$ cat src/rtl/db_ram_1p_ctrl.sv
// Initiator-side controller for a single-port RAM: arbitrates read and write
// request channels, returns read data two cycles after ack, and zero-fills the array on command.
module db_ram_1p_ctrl #(
    parameter int Word_Width = 128,
    parameter int Addr_Width = 8
) (
    input  logic                  clk,
    input  logic                  rst_n,
    input  logic                  clr_start_i,
    output logic                  clr_busy_o,
    output logic                  clr_done_o,
    input  logic                  wr_req_i,
    input  logic [Addr_Width-1:0] wr_addr_i,
    input  logic [Word_Width-1:0] wr_data_i,
    output logic                  wr_ack_o,
    input  logic                  rd_req_i,
    input  logic [Addr_Width-1:0] rd_addr_i,
    output logic                  rd_ack_o,
    output logic                  rd_valid_o,
    output logic [Word_Width-1:0] rd_data_o,
    output logic                  ram_cen_o,
    output logic                  ram_oen_o,
    output logic                  ram_wen_o,
    output logic [Addr_Width-1:0] ram_addr_o,
    output logic [Word_Width-1:0] ram_data_o,
    input  logic [Word_Width-1:0] ram_data_i
);

    typedef enum logic [0:0] {IDLE, CLEAR} state_t;

    localparam logic [Addr_Width-1:0] last_addr = '1;
    localparam logic [Addr_Width-1:0] cnt_one   = {{(Addr_Width-1){1'b0}}, 1'b1};

    state_t                state_reg, state_next;
    logic [Addr_Width-1:0] clr_cnt_reg, clr_cnt_next;
    logic                  last_wr_reg, last_wr_next;   // 1: most recent grant was a write
    logic                  clr_done_reg, clr_done_next;
    logic                  rd_pend_reg;
    logic                  rd_valid_reg;
    logic [Word_Width-1:0] rd_data_reg;
    logic                  grant_wr;
    logic                  grant_rd;

    always_ff @(posedge clk or negedge rst_n) begin
        if (!rst_n) begin
            state_reg    <= IDLE;
            clr_cnt_reg  <= '0;
            last_wr_reg  <= 1'b0;
            clr_done_reg <= 1'b0;
            rd_pend_reg  <= 1'b0;
            rd_valid_reg <= 1'b0;
            rd_data_reg  <= '0;
        end else begin
            state_reg    <= state_next;
            clr_cnt_reg  <= clr_cnt_next;
            last_wr_reg  <= last_wr_next;
            clr_done_reg <= clr_done_next;
            // RAM output is valid the cycle after issue; capture it then.
            rd_pend_reg  <= grant_rd;
            rd_valid_reg <= rd_pend_reg;
            if (rd_pend_reg) begin
                rd_data_reg <= ram_data_i;
            end
        end
    end

    always_comb begin
        state_next    = state_reg;
        clr_cnt_next  = clr_cnt_reg;
        last_wr_next  = last_wr_reg;
        clr_done_next = 1'b0;
        grant_wr      = 1'b0;
        grant_rd      = 1'b0;
        ram_cen_o     = 1'b1;
        ram_wen_o     = 1'b1;
        ram_addr_o    = '0;
        ram_data_o    = '0;

        case (state_reg)
            IDLE: begin
                if (clr_start_i) begin
                    state_next   = CLEAR;
                    clr_cnt_next = '0;
                end else begin
                    if (wr_req_i && rd_req_i) begin
                        grant_wr = !last_wr_reg;
                        grant_rd = last_wr_reg;
                    end else begin
                        grant_wr = wr_req_i;
                        grant_rd = rd_req_i;
                    end

                    if (grant_wr) begin
                        last_wr_next = 1'b1;
                        ram_cen_o    = 1'b0;
                        ram_wen_o    = 1'b0;
                        ram_addr_o   = wr_addr_i;
                        ram_data_o   = wr_data_i;
                    end else if (grant_rd) begin
                        last_wr_next = 1'b0;
                        ram_cen_o    = 1'b0;
                        ram_addr_o   = rd_addr_i;
                    end
                end
            end

            CLEAR: begin
                ram_cen_o    = 1'b0;
                ram_wen_o    = 1'b0;
                ram_addr_o   = clr_cnt_reg;
                clr_cnt_next = clr_cnt_reg + cnt_one;
                if (clr_cnt_reg == last_addr) begin
                    state_next    = IDLE;
                    clr_done_next = 1'b1;
                end
            end

            default: begin
                state_next = IDLE;
            end
        endcase
    end

    assign ram_oen_o  = 1'b0;
    assign wr_ack_o   = grant_wr;
    assign rd_ack_o   = grant_rd;
    assign clr_busy_o = (state_reg == CLEAR);
    assign clr_done_o = clr_done_reg;
    assign rd_valid_o = rd_valid_reg;
    assign rd_data_o  = rd_data_reg;

endmodule

$ cat config.mk
export PLATFORM = sky130hd
export DESIGN_NAME = db_ram_1p_ctrl
export DESIGN_NICKNAME = d
export VERILOG_FILES = /design/src/rtl/db_ram_1p_ctrl.sv
export SDC_FILE = /design/constraint.sdc
export NUM_CORES = 1
export LEC_CHECK = 0
export ABC_AREA = 1
export CORE_AREA = 10 10 206 208
export CTS_CLUSTER_DIAMETER = 200
export DETAILED_ROUTE_END_ITERATION = 8
export DIE_AREA = 0 0 216 218
export GPL_TIMING_DRIVEN = 0
export MAX_ROUTING_LAYER = met4
export SETUP_SLACK_MARGIN = 0.5
export SKIP_LAST_GASP = 1
export SLEW_MARGIN = 20
export SYNTH_ARGS = -nofsm -noshare
export SYNTH_HDL_FRONTEND = slang
export SYNTH_SLANG_ARGS = --single-unit
export TNS_END_PERCENT = 5
$ cat constraint.sdc
create_clock -name clk -period 3.5 [get_ports clk]
set_input_delay 0.35 -clock clk [delete_from_list [all_inputs] [get_ports clk]]
set_output_delay 0.35 -clock clk [all_outputs]
set_load 0.05 [all_outputs]
# Word level (Yosys, flattened, before mapping)
# Index checks and enable logic that the tools add are counted.
dict set report totals {
  register_bits 141
  input_bits 277
  elab_cells 49
}
dict set report classes {
  addsub 1
  n_eq_ne 2
  bitwise 2
  muxes 33
  n_reduce_logical 4
}
# operator count
set op_table {}
lappend op_table {{$mux 128} 3}
lappend op_table {{$mux 8} 4}
lappend op_table {{$pmux 8 s2} 2}
lappend op_table {{$mux 1} 21}
lappend op_table {{$add 8x1->8 const B} 1}
lappend op_table {{$eq 8x8->1 const B} 1}
lappend op_table {{$pmux 1 s2} 3}
lappend op_table {{$reduce_and 3->1} 1}
lappend op_table {{$ne 2x2->1 const B} 1}
lappend op_table {{$not 1->1} 2}
lappend op_table {{$reduce_bool 2->1} 1}
lappend op_table {{$logic_and 1x1->1} 1}
lappend op_table {{$logic_not 1->1} 1}

# Longest topological paths before layout
dict set report depth {
  depth_word 8
  ltp_mapped 8
}

# Least setup slack after synthesis
# OpenSTA, ideal clock, no wires.
dict set report synth_path {
  kind {reg2out}
  startpoint {reg state_reg (netlist: clr_busy_o)}
  endpoint {out ram_addr_o[6]}
  arrival_ns 2.344
  path_stages_with_launch 7
  path_slack_ns 0.806
  cell_sequence {dfrtp_1 > buf_6 > nor2_8 > inv_4 > a21oi_1 > nand2_1 > nand3_1}
}
dict set report synth_between {
  elab_chain_len 2
}
# element line_no
set synth_lines {}
lappend synth_lines {{start: declaration} 34} ;# state_t state_reg, state_next;
lappend synth_lines {{start signal: assignment} 54} ;# state_reg <= state_next;
lappend synth_lines {{$not 1->1 (no line)} --}
lappend synth_lines {{$pmux 8 s2 (*)} 79} ;# case (state_reg)
lappend synth_lines {{end: declaration} 24} ;# output logic [Addr_Width-1:0] ram_addr_o,
# Every way passes the cells marked *; elsewhere a longest branch is shown, timed or not.

# Worst setup path after layout
dict set report layout_path {
  startpoint {in rd_req_i}
  endpoint {out ram_data_o[58]}
}
dict set report layout_between {
  elab_chain_len 7
}
# element line_no
set layout_lines {}
lappend layout_lines {{start: declaration} 16} ;# input logic rd_req_i,
lappend layout_lines {{$logic_and 1x1->1} 85} ;# if (wr_req_i && rd_req_i) begin
lappend layout_lines {{$mux 1} 85}
lappend layout_lines {{$mux 1} 81} ;# if (clr_start_i) begin
lappend layout_lines {{$mux 1} 79}
lappend layout_lines {{$mux 128} 93} ;# if (grant_wr) begin
lappend layout_lines {{$mux 128} 81}
lappend layout_lines {{$mux 128} 79}
lappend layout_lines {{end: declaration} 25} ;# output logic [Word_Width-1:0] ram_data_o,
# Every way passes these cells. The select of a mux whose other input is x is not followed.

==> flow_summary_export.csv <==
group,metric,value,unit
run_status,status,"finished clean",
clock_tree,cts_tree,"built",
sta,max_freq,311,MHz
global_route,grt_pass1_vias,7010,
cells_and_area,syn_to_final_growth,89.5,%
detailed_routing,dr.pass1.iters,4,
floorplan,die_w,216,um
detailed_routing,wirelength,34400,um
yosys,syn_inst,658,
worst_setup_path,crit_required,3.15,ns
yosys,synth_edf_count,0,
yosys,yosysSeqAreaShare,46.8,%
floorplan,start_util,19.7,%
worst_setup_path,cp-end-kind,"primary output",
worst_setup_path,setup.worst_path.start_class,"input port",
global_route,grt_max_degree,96,
pwr,power.share.switching,35.2,%
sta,finalHoldViolCount,0,
sta,fin_crit_sh,91.7,%
cells_and_area,fin_cells,1759,
yosys,synth_nets,936,
detailed_routing,via_per_inst,3.70,
detailed_routing,wl_per_cell,19.5,um
global_route,track_usage,14.6,%
clock_tree,cts_sinks,141,
worst_setup_path,cp_top_family,"buffers and inverters",
sta,slew_headroom,49.9,%
worst_setup_path,cp_max_fo,10,
floorplan,core.rowCount,72,
worst_setup_path,crit_buf_inv,5,
global_route,antenna_found_initial,4,
worst_setup_path,path_cells,"clkdlybuf4s50_1 > nand2_4 > nand2_8 > nor2_8 > inv_6 > buf_12 > buf_12 > nor2_4 > clkdlybuf4s50_1",
sta,setup_viol,0,
floorplan,die_h,218,um
cells_and_area,layout-drive-gt1-share,23.9,%
worst_setup_path,worst_path_max_delay_cell,"clkdlybuf4s50_1",
clock_tree,htreeDepth,4,
detailed_routing,vias,6503,
placement,place_inst,1723,
floorplan,coreArea,38300,um^2
sta,finalMaxSlewViolations,0,
clock_tree,cts_max_path_buffers,2,
detailed_routing,drt.antenna.violating_nets,0,
sta,tightest_slew,0.751,ns
clock_tree,clk_latency,0.42,ns
sta,rsz0062_at_grt,"true",
pwr,p_seq_share,34.5,%
floorplan,die_area,47100,um^2
cells_and_area,final_nets,1503,
clock_tree,clockRootBuffer,"clkbuf_16",
hold_path,hold_path_class,"reg -> reg",
worst_setup_path,crit_arrival,2.86,ns
detailed_routing,drc,0,
global_route,grt_pass1_wl,49600,um
pwr,total_power,0.00560,W
yosys,async_reset_ff_share,100,%
yosys,synth_warnings,0,
flow_run,drv_cap,0,
cells_and_area,multi_input_area,3140,um^2
sta,finalCriticalPeriod,3.21,ns
floorplan,io_pins,549,
clock_tree,cts_buffers,17,
cells_and_area,fill_cells,3809,
yosys,synth_common_cells,"dfrtp_1, inv_1, mux2_2",
worst_setup_path,max_stage_delay,0.86,ns
yosys,synth_area,7530,um^2
clock_tree,clkTransAtPathRegs,0.06,ns
pwr,power_density,393,nW/um^2
pwr,peakVddDrop,0.000312,V
cells_and_area,finish.utilization,37.3,%
pwr,p_comb_share,34.2,%
yosys,yosysMostFrequentCell,"dfrtp_1",
yosys,synth_area_leader_cell,"dfrtp_1",
yosys,synth_seq_cells,141,
placement,place_hpwl,29200,um
cells_and_area,regArea,3530,um^2
yosys,yosys-top-cells-area,"dfrtp_1, mux2_2, nor2_4",
yosys,avgSynthCellArea,11.4,um^2
cells_and_area,largest_reg_flops,128,
pwr,p_sw,0.00197,W
sta,finClkSkew,0.0111,ns
detailed_routing,first_iter_violations,201,
yosys,synth_ff_type,"dfrtp_1",
placement,place_congestion,0.822,
pwr,pwr-share-clk,31.3,%
pwr,p_leak,6.43,nW
worst_setup_path,crit_type,"in -> out",
global_route,grt_remaining_overflow,0,
pwr,intPower,0.00363,W
yosys,synth_top_area_share,46.8,%
yosys,yosysUniqueCellTypes,27,
placement,numPortBuffers,546,
worst register-to-register path, cell delays in order (launching register included):
cell and delay [ns]:
dfrtp_1 0.35, clkbuf_1 0.57, buf_2 0.42, mux2_2 0.38
path summary, 6_finish.rpt:
check | depth (start not counted) | to | slack [ns] | from
max in group asynchronous | 3 | rd_data_o[54] | 2.25 | rst_n
min | 0 | rd_valid_o | 0.39 | rd_pend_reg
min in group asynchronous | 2 | rd_data_o[72] | 0.43 | rst_n
max | 9 | ram_data_o[58] | 0.29 | rd_req_i
min reg2reg | 0 | rd_valid_o | 0.39 | rd_pend_reg
max reg2reg | 3 | rd_data_o[119] | 1.65 | rd_pend_reg
layout make-up:
type | count | area share [%]
buffer | 32 | 2.41
multi-input combinational | 346 | 22.0
sequential | 141 | 24.7
tap | 518 | 4.54
clock inverter | 9 | 0.596
antenna | 3 | 0.0526
timing repair buffer | 548 | 38.7
inverter | 139 | 3.71
clock buffer | 23 | 3.35
cell families after synthesis:
group	count (synthesis)	synth area share [%]
AO/OA/AOI/OAI	14	1.16
buffers and inverters	171	11.6
flip-flops	141	46.8
AND/OR/NAND/NOR	201	20.9
adder cells (fa/ha/maj)	1	0.166
other	1	0.0498
multiplexers	129	19.3
power by group through the flow:
stage | Clock [W] | Combinational [W] | Sequential (W)
6_report | 0.00175 | 0.00191 | 0.00194
5_1_grt | 0.00187 | 0.00204 | 0.00196
4_1_cts | 0.00182 | 0.00195 | 0.00194
3_5_place_dp | 0 | 0.00194 | 0.00196
3_3_place_gp | 0 | 0.00192 | 0.00196
2_1_floorplan | 0 | 0.000579 | 0.00242
metal layers:
metal  part of all wire, %  track usage (%)
met5                     0                -
met4                  0.69             2.87
met3                   6.6             4.24
met2                    51             24.3
met1                    41             17.3
through the flow:
step	cell area (um^2)	hold WS (ns)	setup TNS (ns)	worst slack, ns
2_1_floorplan	7530	0.0544	0	0.806
3_3_place_gp	13600	0.373	-552.90	-3.94
3_5_place_dp	13700	0.282	-0.137	-0.137
4_1_cts	14200	0.392	0	0.236
5_1_grt	14300	0.412	0	0.180
6_report	14300	0.391	0	0.290
layout by cell type (no fill, tap or decap), drive strengths merged, types with 3 or more instances in the layout:
| master | Yosys | final |
|---|---|---|
| clkinvlp | 0 | 3 |
| clkbuf | 2 | 25 |
| o211ai | 4 | 4 |
| nor2 | 134 | 134 |
| dfrtp | 141 | 141 |
| mux2 | 128 | 128 |
| buf | 30 | 32 |
| dlygate4sd2 | 0 | 5 |
| clkinv | 0 | 3 |
| dlymetal6s2s | 0 | 6 |
| nand3 | 10 | 10 |
| clkdlybuf4s50 | 0 | 533 |
| inv | 139 | 141 |
| nand2 | 56 | 56 |
| a21oi | 3 | 3 |
| o21ai | 4 | 4 |
| diode | 0 | 3 |
repair_timing:
item                                   in CTS  in global routing
setup buffers                               0                  0
setup endpoints to repair                 130                132
endpoints found under the hold margin      46                  0
pin swaps                                   0                  0
hold buffers                                1                  0
resized for setup                           8                  6
(Power assumes the default switching activity.)
